## src/rtl/ann_mac_scheduler_if.sv

```systemverilog
// ann_mac_scheduler_if
//   Groups the control and status signals between the ANN MAC scheduler and
//   the datapath or host around it.
//
//   Signals:
//     Start, Abort   host -> scheduler  pass request / cancel
//     wt_addr        weight-memory read address
//     in_sel, in_idx MAC operand source and index
//     mac_en,mac_clr MAC accumulate strobe / load-instead-of-add
//     act_we, act_layer, act_idx  activation capture strobe and target
//     Busy, Done     pass in progress / one-cycle completion pulse
//     state_dbg      current scheduler state encoding, for observation only
//
//   Handshake: Start is a one-cycle request that is taken only while Busy=0
//   (there is no queueing, a Start seen while Busy=1 is simply dropped).
//   Done is a one-cycle completion pulse. mac_en and act_we are fire-and-forget
//   strobes: the datapath must consume them in the cycle they are high, there
//   is no ready/backpressure path back to the scheduler.
interface ann_mac_scheduler_if;
    logic       Start;
    logic       Abort;
    logic [7:0] wt_addr;
    logic       in_sel;
    logic [4:0] in_idx;
    logic       mac_en;
    logic       mac_clr;
    logic       act_we;
    logic       act_layer;
    logic [2:0] act_idx;
    logic       Busy;
    logic       Done;
    logic [2:0] state_dbg;

    modport master (
        input  Start, Abort,
        output wt_addr, in_sel, in_idx, mac_en, mac_clr,
               act_we, act_layer, act_idx, Busy, Done, state_dbg
    );

    modport slave (
        output Start, Abort,
        input  wt_addr, in_sel, in_idx, mac_en, mac_clr,
               act_we, act_layer, act_idx, Busy, Done, state_dbg
    );
endinterface

```

## src/rtl/ann_mac_scheduler.sv

```systemverilog
// ann_mac_scheduler
//   Sequences one forward pass of a two-layer fully connected network over a
//   single shared MAC. For each hidden neuron it streams N_IN weight/operand
//   pairs, waits out the one-cycle weight-memory latency, then strobes the
//   activation capture; the output layer does the same with N_HID operands
//   taken from the hidden-result register.
//
//   Ports:
//     Clock  rising-edge clock
//     Rst    synchronous active-high reset
//     bus    ann_mac_scheduler_if.master (Start/Abort in, schedule out)
module ann_mac_scheduler #(
    parameter int N_IN  = 30,
    parameter int N_HID = 5,
    parameter int N_OUT = 3
) (
    input  logic                       Clock,
    input  logic                       Rst,
    ann_mac_scheduler_if.master        bus
);

    typedef enum logic [2:0] {
        IDLE      = 3'd0,
        HID_ISSUE = 3'd1,
        HID_DRAIN = 3'd2,
        HID_ACT   = 3'd3,
        OUT_ISSUE = 3'd4,
        OUT_DRAIN = 3'd5,
        OUT_ACT   = 3'd6,
        FIN       = 3'd7
    } state_t;

    localparam logic [4:0] HID_LAST_I = 5'(N_IN - 1);
    localparam logic [4:0] OUT_LAST_I = 5'(N_HID - 1);
    localparam logic [2:0] HID_LAST_J = 3'(N_HID - 1);
    localparam logic [2:0] OUT_LAST_J = 3'(N_OUT - 1);

    state_t     state_q, state_d;
    logic [4:0] i_q, i_d;        // operand counter
    logic [2:0] j_q, j_d;        // neuron counter (hidden j, then output k)
    logic [7:0] addr_q, addr_d;  // running weight address

    logic       issuing;         // an operand is being issued this cycle
    logic       issue_sel;       // operand source for the current issue
    logic       mac_en_q;
    logic       mac_clr_q;

    // Last issued operand, shown on the bus outside the ISSUE states.
    logic [7:0] wt_addr_hold_q;
    logic [4:0] in_idx_hold_q;
    logic       in_sel_hold_q;

    // Weights are laid out hidden-neuron-major then output-neuron-major and
    // the schedule visits them in exactly that order, so a single running
    // address replaces the j*N_IN+i and N_HID*N_IN+k*N_HID+i products.
    always_ff @(posedge Clock) begin
        if (Rst) begin
            state_q        <= IDLE;
            i_q            <= '0;
            j_q            <= '0;
            addr_q         <= '0;
            mac_en_q       <= 1'b0;
            mac_clr_q      <= 1'b0;
            wt_addr_hold_q <= '0;
            in_idx_hold_q  <= '0;
            in_sel_hold_q  <= 1'b0;
        end else begin
            state_q   <= state_d;
            i_q       <= i_d;
            j_q       <= j_d;
            addr_q    <= addr_d;
            // Read data arrives one cycle after the address.
            mac_en_q  <= issuing && !bus.Abort;
            mac_clr_q <= issuing && !bus.Abort && (i_q == '0);
            if (issuing) begin
                wt_addr_hold_q <= addr_q;
                in_idx_hold_q  <= i_q;
                in_sel_hold_q  <= issue_sel;
            end
        end
    end

    always_comb begin
        state_d   = state_q;
        i_d       = i_q;
        j_d       = j_q;
        addr_d    = addr_q;
        issuing   = 1'b0;
        issue_sel = 1'b0;

        case (state_q)
            IDLE: begin
                if (bus.Start && !bus.Abort) begin
                    state_d = HID_ISSUE;
                    i_d     = '0;
                    j_d     = '0;
                    addr_d  = '0;
                end
            end
            HID_ISSUE: begin
                issuing = 1'b1;
                addr_d  = addr_q + 8'd1;
                if (i_q == HID_LAST_I) begin
                    state_d = HID_DRAIN;
                end else begin
                    i_d = i_q + 5'd1;
                end
            end
            HID_DRAIN: state_d = HID_ACT;
            HID_ACT: begin
                i_d = '0;
                if (j_q == HID_LAST_J) begin
                    j_d     = '0;
                    state_d = OUT_ISSUE;
                end else begin
                    j_d     = j_q + 3'd1;
                    state_d = HID_ISSUE;
                end
            end
            OUT_ISSUE: begin
                issuing   = 1'b1;
                issue_sel = 1'b1;
                addr_d    = addr_q + 8'd1;
                if (i_q == OUT_LAST_I) begin
                    state_d = OUT_DRAIN;
                end else begin
                    i_d = i_q + 5'd1;
                end
            end
            OUT_DRAIN: state_d = OUT_ACT;
            OUT_ACT: begin
                i_d = '0;
                if (j_q == OUT_LAST_J) begin
                    j_d     = '0;
                    state_d = FIN;
                end else begin
                    j_d     = j_q + 3'd1;
                    state_d = OUT_ISSUE;
                end
            end
            FIN:     state_d = IDLE;
            default: state_d = IDLE;
        endcase

        // Abort overrides whatever the pass would have done next.
        if (bus.Abort && (state_q != IDLE)) begin
            state_d = IDLE;
            i_d     = '0;
            j_d     = '0;
            addr_d  = '0;
        end
    end

    logic in_act;
    assign in_act = (state_q == HID_ACT) || (state_q == OUT_ACT);

    assign bus.wt_addr   = issuing ? addr_q    : wt_addr_hold_q;
    assign bus.in_idx    = issuing ? i_q       : in_idx_hold_q;
    assign bus.in_sel    = issuing ? issue_sel : in_sel_hold_q;

    // The abort cycle itself produces no strobes.
    assign bus.mac_en    = mac_en_q  && !bus.Abort;
    assign bus.mac_clr   = mac_clr_q && !bus.Abort;
    assign bus.act_we    = in_act && !bus.Abort;
    assign bus.act_layer = (state_q == OUT_ACT);
    assign bus.act_idx   = in_act ? j_q : 3'd0;
    assign bus.Busy      = (state_q != IDLE);
    assign bus.Done      = (state_q == FIN) && !bus.Abort;
    assign bus.state_dbg = state_q;

endmodule

```

## src/flat_wrapper.sv

```systemverilog
// flat-port wrapper written by rule: the top's interface ports become plain ports
module ann_mac_scheduler_flat 
#(
    parameter int N_IN  = 30,
    parameter int N_HID = 5,
    parameter int N_OUT = 3
)
  (Clock, Rst, bus_Start, bus_Abort, bus_wt_addr, bus_in_sel, bus_in_idx, bus_mac_en, bus_mac_clr, bus_act_we, bus_act_layer, bus_act_idx, bus_Busy, bus_Done, bus_state_dbg);
  ann_mac_scheduler_if bus_i ();
  input  logic Clock;
  input  logic Rst;
  input wire logic [$bits(bus_i.Start)-1:0] bus_Start;
  input wire logic [$bits(bus_i.Abort)-1:0] bus_Abort;
  output wire logic [$bits(bus_i.wt_addr)-1:0] bus_wt_addr;
  output wire logic [$bits(bus_i.in_sel)-1:0] bus_in_sel;
  output wire logic [$bits(bus_i.in_idx)-1:0] bus_in_idx;
  output wire logic [$bits(bus_i.mac_en)-1:0] bus_mac_en;
  output wire logic [$bits(bus_i.mac_clr)-1:0] bus_mac_clr;
  output wire logic [$bits(bus_i.act_we)-1:0] bus_act_we;
  output wire logic [$bits(bus_i.act_layer)-1:0] bus_act_layer;
  output wire logic [$bits(bus_i.act_idx)-1:0] bus_act_idx;
  output wire logic [$bits(bus_i.Busy)-1:0] bus_Busy;
  output wire logic [$bits(bus_i.Done)-1:0] bus_Done;
  output wire logic [$bits(bus_i.state_dbg)-1:0] bus_state_dbg;
  assign bus_i.Start = bus_Start;
  assign bus_i.Abort = bus_Abort;
  assign bus_wt_addr = bus_i.wt_addr;
  assign bus_in_sel = bus_i.in_sel;
  assign bus_in_idx = bus_i.in_idx;
  assign bus_mac_en = bus_i.mac_en;
  assign bus_mac_clr = bus_i.mac_clr;
  assign bus_act_we = bus_i.act_we;
  assign bus_act_layer = bus_i.act_layer;
  assign bus_act_idx = bus_i.act_idx;
  assign bus_Busy = bus_i.Busy;
  assign bus_Done = bus_i.Done;
  assign bus_state_dbg = bus_i.state_dbg;
  ann_mac_scheduler #(.N_IN(N_IN), .N_HID(N_HID), .N_OUT(N_OUT)) u_core (.Clock(Clock), .Rst(Rst), .bus(bus_i));
endmodule
```

## config.mk

```make
export PLATFORM = sky130hd
export DESIGN_NAME = ann_mac_scheduler_flat
export DESIGN_NICKNAME = d
export VERILOG_FILES = /design/src/rtl/ann_mac_scheduler_if.sv /design/src/rtl/ann_mac_scheduler.sv /design/src/flat_wrapper.sv
export SDC_FILE = /design/constraint.sdc
export NUM_CORES = 1
export LEC_CHECK = 0
export ABC_AREA = 1
export CELL_PAD_IN_SITES_DETAIL_PLACEMENT = 1
export CELL_PAD_IN_SITES_GLOBAL_PLACEMENT = 2
export CORE_ASPECT_RATIO = 0.9
export CORE_UTILIZATION = 31
export CTS_CLUSTER_SIZE = 10
export DETAILED_ROUTE_END_ITERATION = 16
export DONT_BUFFER_PORTS = 1
export PLACE_DENSITY_LB_ADDON = 0.25
export SLEW_MARGIN = 10
export SYNTH_ARGS = -nofsm -noshare
export SYNTH_HDL_FRONTEND = slang
export SYNTH_SLANG_ARGS = --single-unit
```

## constraint.sdc

```tcl
create_clock -name Clock -period 1.4 [get_ports Clock]
set_input_delay 0.21 -clock Clock [delete_from_list [all_inputs] [get_ports Clock]]
set_output_delay 0.21 -clock Clock [all_outputs]
set_load 0.01 [all_outputs]
```

# After elaboration in Yosys (flattened, before gate mapping)
# Index checks and enable logic that the tools add are counted.
word_totals:
  regBits: 35
  input_bits: 4
  out_inout_bits: 26
  elab_cells: 73
op_classes:
  add_sub_neg: 3
  n_eq_ne: 16
  mux: 22
  reduce_logical: 23
ops:
  columns: ["op", "count"]
  rows:
  - ["two-way mux 3 bit", 8]
  - ["one-hot mux 3 bit (8 select lines)", 1]
  - ["two-way mux 5 bit", 4]
  - ["one-hot mux 5 bit (4 select lines)", 1]
  - ["two-way mux 8 bit", 2]
  - ["one-hot mux 8 bit (2 select lines)", 1]
  - ["== test 3 bit (second input constant)", 5]
  - ["== test 3 x 2 -> 1 bit (second input constant)", 3]
  - ["one-hot mux 3 bit (3 select lines)", 1]
  - ["adder 8 x 1 -> 8 bit (second input constant)", 1]
  - ["logical AND 1 bit", 8]
  - ["inequality test 2 x 1 -> 1 bit (second input constant)", 3]
  - ["nonzero test 3 bit", 2]
  - ["OR reduction 2 bit", 3]
  - ["adder 5 x 1 -> 5 bit (second input constant)", 1]
  - ["== test 5 x 3 -> 1 bit (second input constant)", 1]
  - ["== test 5 bit (second input constant)", 1]
  - ["zero test 5 bit", 1]
  - ["inequality test 2 bit (second input constant)", 2]
  - ["AND reduction 2 bit", 2]
  - ["AND reduction 4 bit", 1]
  - ["nonzero test 4 bit", 1]
  - ["adder 3 x 1 -> 3 bit (second input constant)", 1]
  - ["== test 3 x 1 -> 1 bit (second input constant)", 1]
  - ["7 further kinds", 9]

# Longest topological paths before layout
depth:
  word_depth: 5
  ltp_mapped: 10
  ltp_nobuf: 9

# Worst setup path after synthesis
# No wires, ideal clock.
synth_timing:
  path_kind: "reg2out"
  startpoint: "reg u_core.state_q[2], in the netlist u_core.bus.state_dbg[2]"
  endpoint: "out bus_in_idx[1]"
  arrival_ns: 1.290
  required_time_ns: 1.190
  setup_slack_ns: -0.100
  stages_incl_launch_ff: 7
  n_path_buf: 1
  path_cell_list: "dfxtp_1 > inv_4 > nand3_2 > nand2_4 > buf_2 > o21ai_0 > inv_1"
synth_between:
  elab_chain_len: 4
synth_lines:
  columns: ["item", "line", "source"]
  rows:
  - ["from (decl)", "ann_mac_scheduler.sv:38", "state_t state_q, state_d;"]
  - ["from (signal assigned)", "ann_mac_scheduler.sv:68", "state_q <= state_d;"]
  - ["== test 3 x 1 -> 1 bit or == test 3 bit (tied branches)", "ann_mac_scheduler.sv:91", "case (state_q)"]
  - ["OR reduction 2 bit (no source line) (*)", null, null]
  - ["two-way mux 1 bit (*)", "ann_mac_scheduler.sv:91", null]
  - ["two-way mux 5 bit (*)", "ann_mac_scheduler.sv:158", "assign bus.in_idx = issuing ? i_q : in_idx_hold_q;"]
  - ["to (decl)", "flat_wrapper.sv:16", "output wire logic [$bits(bus_i.in_idx)-1:0] bus_in_idx;"]
# Mark *: on every way between the ends. The rest lies on a longest branch, timed or not.

# Final worst setup path
layout_timing:
  startpoint: "reg u_core.state_q[1], in the netlist u_core.bus.state_dbg[1]"
  endpoint: "out bus_act_idx[1]"
layout_between:
  elab_chain_len: 3
layout_lines:
  columns: ["item", "line", "source"]
  rows:
  - ["== test 3 x 2 -> 1 bit or == test 3 bit (tied branches)", "ann_mac_scheduler.sv:155", "assign in_act = (state_q == HID_ACT) || (state_q == OUT_ACT);"]
  - ["logical OR 1 bit (*)", "ann_mac_scheduler.sv:155", null]
  - ["two-way mux 3 bit (*)", "ann_mac_scheduler.sv:166", "assign bus.act_idx = in_act ? j_q : 3'd0;"]
  - ["to (decl)", "flat_wrapper.sv:21", "output wire logic [$bits(bus_i.act_idx)-1:0] bus_act_idx;"]
# Marks and branches as above.

==> reports/qor.csv <==
metric;value;unit
Worst-path clk slew;0.08;ns
XOR/XNOR Fraction of Synth Area;0.465;%
max_cap viols;0;
Seq/Total Area, Yosys;37.2;%
clk sinks;35;
Mean Syn Cell Area;6.95;um^2
RSZ-0062 raised after global routing;yes;
Layout Skew;0.00946;ns
1st-iter DRT viols;53;
fin nets;344;
Synth Area in Simple Gates;34.6;%
most frequent cells in the layout;45 x buf_4, 39 x nand2_1, 30 x dfxtp_1;
failing checks;DRC, setup timing;
die footprint;0.00639;mm^2
CTS tree;yes;
DR WL/cell;16.4;um
Area after DPL;0.00217;mm^2
maximum vdd drop;0.498;mV
Leak Pwr;1.28;nW
Worst Setup Start Kind;flip-flop;
Die Height;75.9;um
Yosys warning total;0;
total power;2.99;mW
final antenna diode count;0;
Adder-Cell Fraction of Synth Area;4.65;%
worst-case clock buffer depth;2;
Post-route DRC;4;
vias in the first global route;2047;
commonest non-fill, non-tap cell in the layout;buf_4;
row count;26;
Setup TNS Final;-3.60;ns
fin. max-slew vios;0;
mux share of post-synthesis cell area;0;%
Layout Cells excl Fill;404;
synthesized instance count;271;
Vias/cell;4.93;
outcome;finished with violations;
f_max;634;MHz
layout cells sized above 1;48.5;%
fin crit share;113;%
# IOs;30;
DIE WIDTH;84.2;um
via count;1990;
drt pass-1 iters;10;
Post-Place Cells;362;
Synth Area in Compound Gates;12.0;%
final wirelength;6640;um
GPL Wtd Cong;0.789;
HP Class;in2reg;
cts bufs inserted;5;
Initial Util;32.7;%
Worst Setup Slack, final;-0.178;ns
# setup viols final;38;
Hold Fails Final Rpt;0;
combinational family with the most area after synthesis;simple AND/OR/NAND/NOR gates;
measured slew at the worst slew-check pin;0.671;ns
Crit Path Class;reg2out;
global-route wire length before repair;10400;um
Skew-Pair Late Insertion Delay;0.29;ns
Syn-to-layout area delta;62.4;%
Worst Path Required;1.19;ns
syn nets;282;
Final min period;1.58;ns
PwrDens;976;mW/mm^2
Routed Antenna Nets;0;
Setup crit end kind;primary output;
largest net degree at the start of global routing;16;
Detail Placement HPWL;4020;um
pre-CTS setup slack;-0.0429;ns
Arrival @ worst endpoint;1.37;ns
slew margin rel.;55.1;%
H-tree levels;2;
post-synth cell types;29;
Global Route Usage Sum;20.6;%
Congestion Overflow GR;0;
Synth Register Bits;35;
fillcell total;680;
Final Instance Area;0.00306;mm^2
Mapped Area;0.00188;mm^2
Crit Path Max Fanout;7;
initial antenna violation count;0;
root buf cell;clkbuf_8;
Port Buffers;0;
Core ar.;0.00576;mm^2
## final cells by class
cell class	instances	area (um^2)	share of cell area (%)
Clock buffer	5	68.8	2.25
Sequential cell	35	717	23.4
Clock inverter	3	43.8	1.43
Timing Repair Buffer	61	551	18.0
Inverter	42	183	5.97
Tap cell	70	87.6	2.86
Multi-Input combinational cell	188	1410	46.0
## routing by layer
metal  vias up  global-route usage, %  routed length (um)
met5         -                      0                   0
met2        31                   35.1                3250
met3         4                   4.47                 190
met1       975                   26.5                3150
met4         0                   5.17                  51
li1        980                      -                   -
## registers in the layout, summed over array words and instances, names as in the netlist
name	cells
u_core.in_idx_hold_q	5
u_core.addr_q	8
u_core.i_q	5
u_core.bus.state_dbg	3
u_core.in_sel_hold_q	1
u_core.mac_en_q	1
u_core.wt_addr_hold_q	8
u_core.mac_clr_q	1
u_core.j_q	3
## synth_stat cells
master,n,area (um^2)
nand2_1,62,233
inv_1,38,143
dfxtp_1,35,701
nor2_1,33,124
a21oi_1,21,105
nand3_1,16,80.1
o21ai_0,12,60.1
nor3_1,8,40.0
ha_1,7,87.6
nand4_1,5,31.3
buf_2,4,20.0
nand2_4,4,45.0
nor2_4,4,45.0
inv_2,3,11.3
buf_6,2,22.5
clkbuf_1,2,7.51
nand3_2,2,20.0
nor2_2,2,12.5
a211oi_1,1,7.51
a211oi_2,1,12.5
a21oi_4,1,16.3
inv_4,1,6.26
nand2_2,1,6.26
nand3b_1,1,7.51
nor4_1,1,6.26
o21a_1,1,7.51
o21ai_2,1,8.76
o21bai_1,1,7.51
xnor2_1,1,8.76
## cells by family after synthesis
group | after synthesis
xor gates and xnor gates | 1
buffers and inverters | 50
and+or+nand+nor | 139
DFF | 35
adders and majority gates | 7
AOI/OAI and AO/OA | 39
## repair_timing
item,4_1_cts,5_1_grt
gates cloned,2,1
gates resized for setup,88,52
endpoints found under the hold margin,15,1
setup endpoints to repair,26,37
pin swaps,12,17
buffers inserted,16,12
hold buffers,2,2
## metrics by stage
step / hold slack [ns] / util (%)
2_1_floorplan: 0.446 / -
3_3_place_gp: 0.283 / 37.6
3_5_place_dp: 0.287 / 37.6
4_1_cts: 0.00488 / 47.2
5_1_grt: 0.115 / 53.1
6_report: 0.126 / 53.1
## worst max-delay path, cell delays in order (launching register included)
cell and delay (ns):
dfxtp_4 0.38, buf_4 0.16, nand2_2 0.08, nor2_4 0.14
nor2_4 0.06, buf_12 0.14, nor2_4 0.12
## path summary, 6_finish.rpt
| check | start | to | slack [ns] | depth (start not counted) |
|---|---|---|---|---|
| hold / removal | Rst | u_core.addr_q[1]$_SDFFE_PP0P_ | 0.13 | 3 |
| setup reg to reg | u_core.bus.state_dbg[1]$_SDFFE_PP0P_ | u_core.j_q[2]$_SDFFE_PP0P_ | -0.10 | 10 |
| hold reg to reg | u_core.in_sel_hold_q$_SDFF_PP0_ | u_core.in_sel_hold_q$_SDFF_PP0_ | 0.48 | 2 |
| setup / recovery | u_core.bus.state_dbg[1]$_SDFFE_PP0P_ | bus_act_idx[1] | -0.18 | 6 |
## report_power, final
part / switching, mW / internal (mW)
clock: 0.416 / 0.531
sequential: 0.0512 / 1.05
combinational: 0.513 / 0.425
total: 0.980 / 2.01
No activity file was read; power rests on OpenSTA's default activity.
==> patch 1 (same flow settings) <==
`N_IN` is set to 30 in 2 places; all go to 16.
--- a/src/rtl/ann_mac_scheduler.sv
+++ b/src/rtl/ann_mac_scheduler.sv
@@ -12,3 +12,3 @@
 module ann_mac_scheduler #(
-    parameter int N_IN  = 30,
+    parameter int N_IN  = 16,
     parameter int N_HID = 5,
--- a/src/flat_wrapper.sv
+++ b/src/flat_wrapper.sv
@@ -3,3 +3,3 @@
 #(
-    parameter int N_IN  = 30,
+    parameter int N_IN  = 16,
     parameter int N_HID = 5,
Check against the original RTL: same outputs for any inputs over 10 cycles, from zero or initial values and one cycle with Rst high; that may be too few to reach the edited logic, so the function may still have changed.
==> patch 1 against the original RTL <==
- the flow finishes with violations (setup timing)
- power decreased by 11%
- sequential cell count unchanged
- wire length decreased by 11%
- setup slack lost 0.014 ns
- area after synthesis decreased by 1.7%
- final area fell by 4.7%
- via count is 6.4% lower
- count of clock-buffer cells in the layout is 1 higher
- die area shrank 1.7%
- hold slack about the same
- cell count shrank 3.2%
==> patch 1: results (changes against the original RTL) <==
<table>
<tr><th>Metric</th><th>Value</th></tr>
<tr><th colspan="2">Outcome</th></tr>
<tr><td>Run status</td><td>finished, violations left (unchanged)</td></tr>
<tr><td>Violations in the final reports</td><td>setup timing (was DRC, setup timing)</td></tr>
<tr><th colspan="2">Synth</th></tr>
<tr><td>Post-synth top cells</td><td>sky130_fd_sc_hd__nand2_1, sky130_fd_sc_hd__inv_1, sky130_fd_sc_hd__nor2_1 (was sky130_fd_sc_hd__nand2_1, sky130_fd_sc_hd__inv_1, sky130_fd_sc_hd__dfxtp_1)</td></tr>
<tr><td>Synth unique cells</td><td>31 (was 29)</td></tr>
<tr><td>Portion of the post-synthesis area used by sequential elements</td><td>37.86% (was 37.21%)</td></tr>
<tr><td>Area share of xor/xnor cells in the synthesized design</td><td>0.9466% (was 0.4651%)</td></tr>
<tr><td>Syn_nets</td><td>277 (was 282)</td></tr>
<tr><th colspan="2">STA</th></tr>
<tr><td>Clock skew after layout</td><td>0.004276 ns (was 0.009459 ns)</td></tr>
<tr><td>Final WS setup</td><td>-0.1924 ns (was -0.1782 ns)</td></tr>
<tr><td>Setup-violating endpoint count in the final report</td><td>35 (was 38)</td></tr>
<tr><th colspan="2">Power</th></tr>
<tr><td>Maximum resistive drop on vdd</td><td>0.0004746 V (was 0.0004976 V)</td></tr>
<tr><td>Sum of internal, switching and leakage power</td><td>2.659 mW (was 2.985 mW)</td></tr>
<tr><th colspan="2">GRT</th></tr>
<tr><td>Global-route usage over all layers</td><td>18.39% (was 20.64%)</td></tr>
<tr><td>Global routing met2 resource utilization</td><td>31.06% (was 35.08%)</td></tr>
<tr><td>Met3 layer usage reported by global route</td><td>3.467% (was 4.466%)</td></tr>
<tr><th colspan="2">Placement</th></tr>
<tr><td>Number of placed instances with taps included</td><td>359 (was 362)</td></tr>
<tr><td>Final weighted congestion in routability-driven placement</td><td>0.7375 (was 0.7893)</td></tr>
<tr><td>Dpl cell area</td><td>0.002158 mm² (was 0.002167 mm²)</td></tr>
<tr><th colspan="2">Detailed routing</th></tr>
<tr><td>Wire length on met3</td><td>119 µm (was 190 µm)</td></tr>
<tr><td>Via/cell ratio</td><td>4.762 (was 4.926)</td></tr>
<tr><td>Number of DRC markers after the initial detailed-route iteration</td><td>50 (was 53)</td></tr>
<tr><td>Routed wire length</td><td>5937 µm (was 6642 µm)</td></tr>
<tr><td>Via count</td><td>1862 (was 1990)</td></tr>
<tr><td>TritonRoute pass-1 iters</td><td>4 (was 10)</td></tr>
<tr><td>Met2 routed WL</td><td>2931 µm (was 3247 µm)</td></tr>
<tr><td>DRT met1 WL</td><td>2861 µm (was 3153 µm)</td></tr>
<tr><th colspan="2">Final layout</th></tr>
<tr><td>Fin area</td><td>0.002915 mm² (was 0.003058 mm²)</td></tr>
<tr><th colspan="2">Clock network</th></tr>
<tr><td>PostCTS Resize Cnt</td><td>92 (was 88)</td></tr>
<tr><td>Post-CTS setup-driven buffer insertion count</td><td>11 (was 16)</td></tr>
</table>
==> patch 1: cell types whose count changed in the layout (fill, tap and decap cells not counted), sizes merged, moves of 2 or more <==
cell	before	now
clkinv	3	0
nor2	40	45
inv	41	45
dlygate4sd3	4	2
nand4	5	2
nand2	68	58
buf	57	53
nor3	8	5
==> patch 1: final timing paths <==
kind	startpoint	endpoint	slack, ns	cells past startpoint
hold reg to reg	u_core.j_q[0]	u_core.j_q[0]	0.49	2
setup reg to reg	u_core.bus.state_dbg[1]	u_core.i_q[3]	-0.14	10
setup / recovery	u_core.bus.state_dbg[1]	bus_in_idx[3]	-0.19	7
hold / removal	Rst	u_core.j_q[2]	0.13	3
==> patch 1: cell type report <==
cell class / instances / area share [%]
tap: 70 / 3.004
clock buffer: 6 / 2.489
sequential: 35 / 24.68
inverter: 45 / 6.567
timing repair buffer: 55 / 17.42
multi-input combinational: 180 / 45.84
==> patch 2 (config.mk and constraints unchanged) <==
Without the edit above. `i_q` no longer has a reset.
--- a/src/rtl/ann_mac_scheduler.sv
+++ b/src/rtl/ann_mac_scheduler.sv
@@ -58,3 +58,2 @@
             state_q        <= IDLE;
-            i_q            <= '0;
             j_q            <= '0;
@@ -68,3 +67,2 @@
             state_q   <= state_d;
-            i_q       <= i_d;
             j_q       <= j_d;
@@ -80,2 +78,6 @@
         end
+    end
+
+    always_ff @(posedge Clock) begin
+        i_q <= i_d;
     end
Formal check against the unedited RTL: no difference found for any inputs over 10 cycles, from zero or initial values and one cycle with Rst high; that may be too few to reach the edited logic, so the function may still have changed.
==> patch 2 against the original RTL <==
- sequential cell count unchanged
- the flow still finishes with violations (DRC, setup timing)
- wire length decreased by 6.7%
- setup slack got worse by 0.073 ns
- area after synthesis increased by 1.8%
- clock power increased by 5.4%
- critical endpoint is now bus_wt_addr[2]
- power increased by 7.3%
- final area decreased by 4.5%
==> patch 2: results (changes against the original RTL) <==
<table>
<tr><th>Metric</th><th>Value</th></tr>
<tr><th colspan="2">STA</th></tr>
<tr><td>Setup total negative slack</td><td>-3.533 ns (was -3.600 ns)</td></tr>
<tr><td>Slew at the pin closest to its max-slew limit</td><td>0.6375 ns (was 0.6709 ns)</td></tr>
<tr><td>Final WS setup</td><td>-0.2513 ns (was -0.1782 ns)</td></tr>
<tr><td>Setup-violating endpoint count in the final report</td><td>26 (was 38)</td></tr>
<tr><th colspan="2">Setup path</th></tr>
<tr><td>Crit path to</td><td>bus_wt_addr[2] (was bus_act_idx[1])</td></tr>
<tr><td>Max incr delay on CP</td><td>0.40 ns (was 0.38 ns)</td></tr>
<tr><td>Reg2reg end</td><td>u_core.i_q[3] (was u_core.j_q[2])</td></tr>
<tr><th colspan="2">Detailed routing</th></tr>
<tr><td>Wire length on met3</td><td>154 µm (was 190 µm)</td></tr>
<tr><td>Final routed DRC violation total</td><td>1 (was 4)</td></tr>
<tr><td>Via/cell ratio</td><td>4.839 (was 4.926)</td></tr>
<tr><td>Routed wire length per instance</td><td>15.38 µm (was 16.44 µm)</td></tr>
<tr><td>Number of DRC markers after the initial detailed-route iteration</td><td>40 (was 53)</td></tr>
<tr><th colspan="2">Final layout</th></tr>
<tr><td>Number of filler instances in the final layout</td><td>709 (was 680)</td></tr>
<tr><td>Clock network area share</td><td>4.029% (was 3.682%)</td></tr>
<tr><td>Area occupied by multi-input gates</td><td>0.001343 mm² (was 0.001408 mm²)</td></tr>
<tr><td>Data-path buffer share of cell area in the final layout</td><td>15.52% (was 18.00%)</td></tr>
<tr><td>Sequential portion of the cell area</td><td>24.56% (was 23.45%)</td></tr>
<tr><th colspan="2">Clock network</th></tr>
<tr><td>Post-CTS setup-driven buffer insertion count</td><td>6 (was 16)</td></tr>
<tr><th colspan="2">Outcome</th></tr>
<tr><td>Run status</td><td>finished, violations left (unchanged)</td></tr>
<tr><td>Violations in the final reports</td><td>DRC, setup timing (unchanged)</td></tr>
<tr><th colspan="2">Power</th></tr>
<tr><td>Power in the clock group</td><td>0.998 mW (was 0.947 mW)</td></tr>
<tr><td>Maximum resistive drop on vdd</td><td>0.0005895 V (was 0.0004976 V)</td></tr>
<tr><th colspan="2">Placement</th></tr>
<tr><td>Final weighted congestion in routability-driven placement</td><td>0.7856 (was 0.7893)</td></tr>
<tr><td>Dpl cell area</td><td>0.002195 mm² (was 0.002167 mm²)</td></tr>
<tr><th colspan="2">Synth</th></tr>
<tr><td>Post-synth top cells</td><td>sky130_fd_sc_hd__nand2_1, sky130_fd_sc_hd__inv_1, sky130_fd_sc_hd__nor2_1 (was sky130_fd_sc_hd__nand2_1, sky130_fd_sc_hd__inv_1, sky130_fd_sc_hd__dfxtp_1)</td></tr>
</table>
[patch 2: cell count changes after synthesis, sizes merged, moves of 3 or more]
cell and delta:
nand2 +3, nand4 -4, nor3 -4, nand3 +6, inv +7, nor2 +5
[patch 2: logic make-up after synthesis]
family / share of synthesized area [%]
simple gates: 34.86
buf+inv: 12.53
compound gates: 10.57
flops: 36.55
fa+ha+maj: 4.569
xor+xnor: 0.9140
[patch 2: how the worst min path moves through the flow]
stage                               to  slack [ns]  cells past startpoint
6_report       u_core.bus.state_dbg[1]        0.16                      3
5_1_grt        u_core.bus.state_dbg[1]        0.18                      3
4_1_cts        u_core.bus.state_dbg[1]        0.16                      3
3_5_place_dp   u_core.in_idx_hold_q[2]        0.28                      1
3_3_place_gp   u_core.in_idx_hold_q[2]        0.28                      1
2_1_floorplan          u_core.mac_en_q        0.29                      1
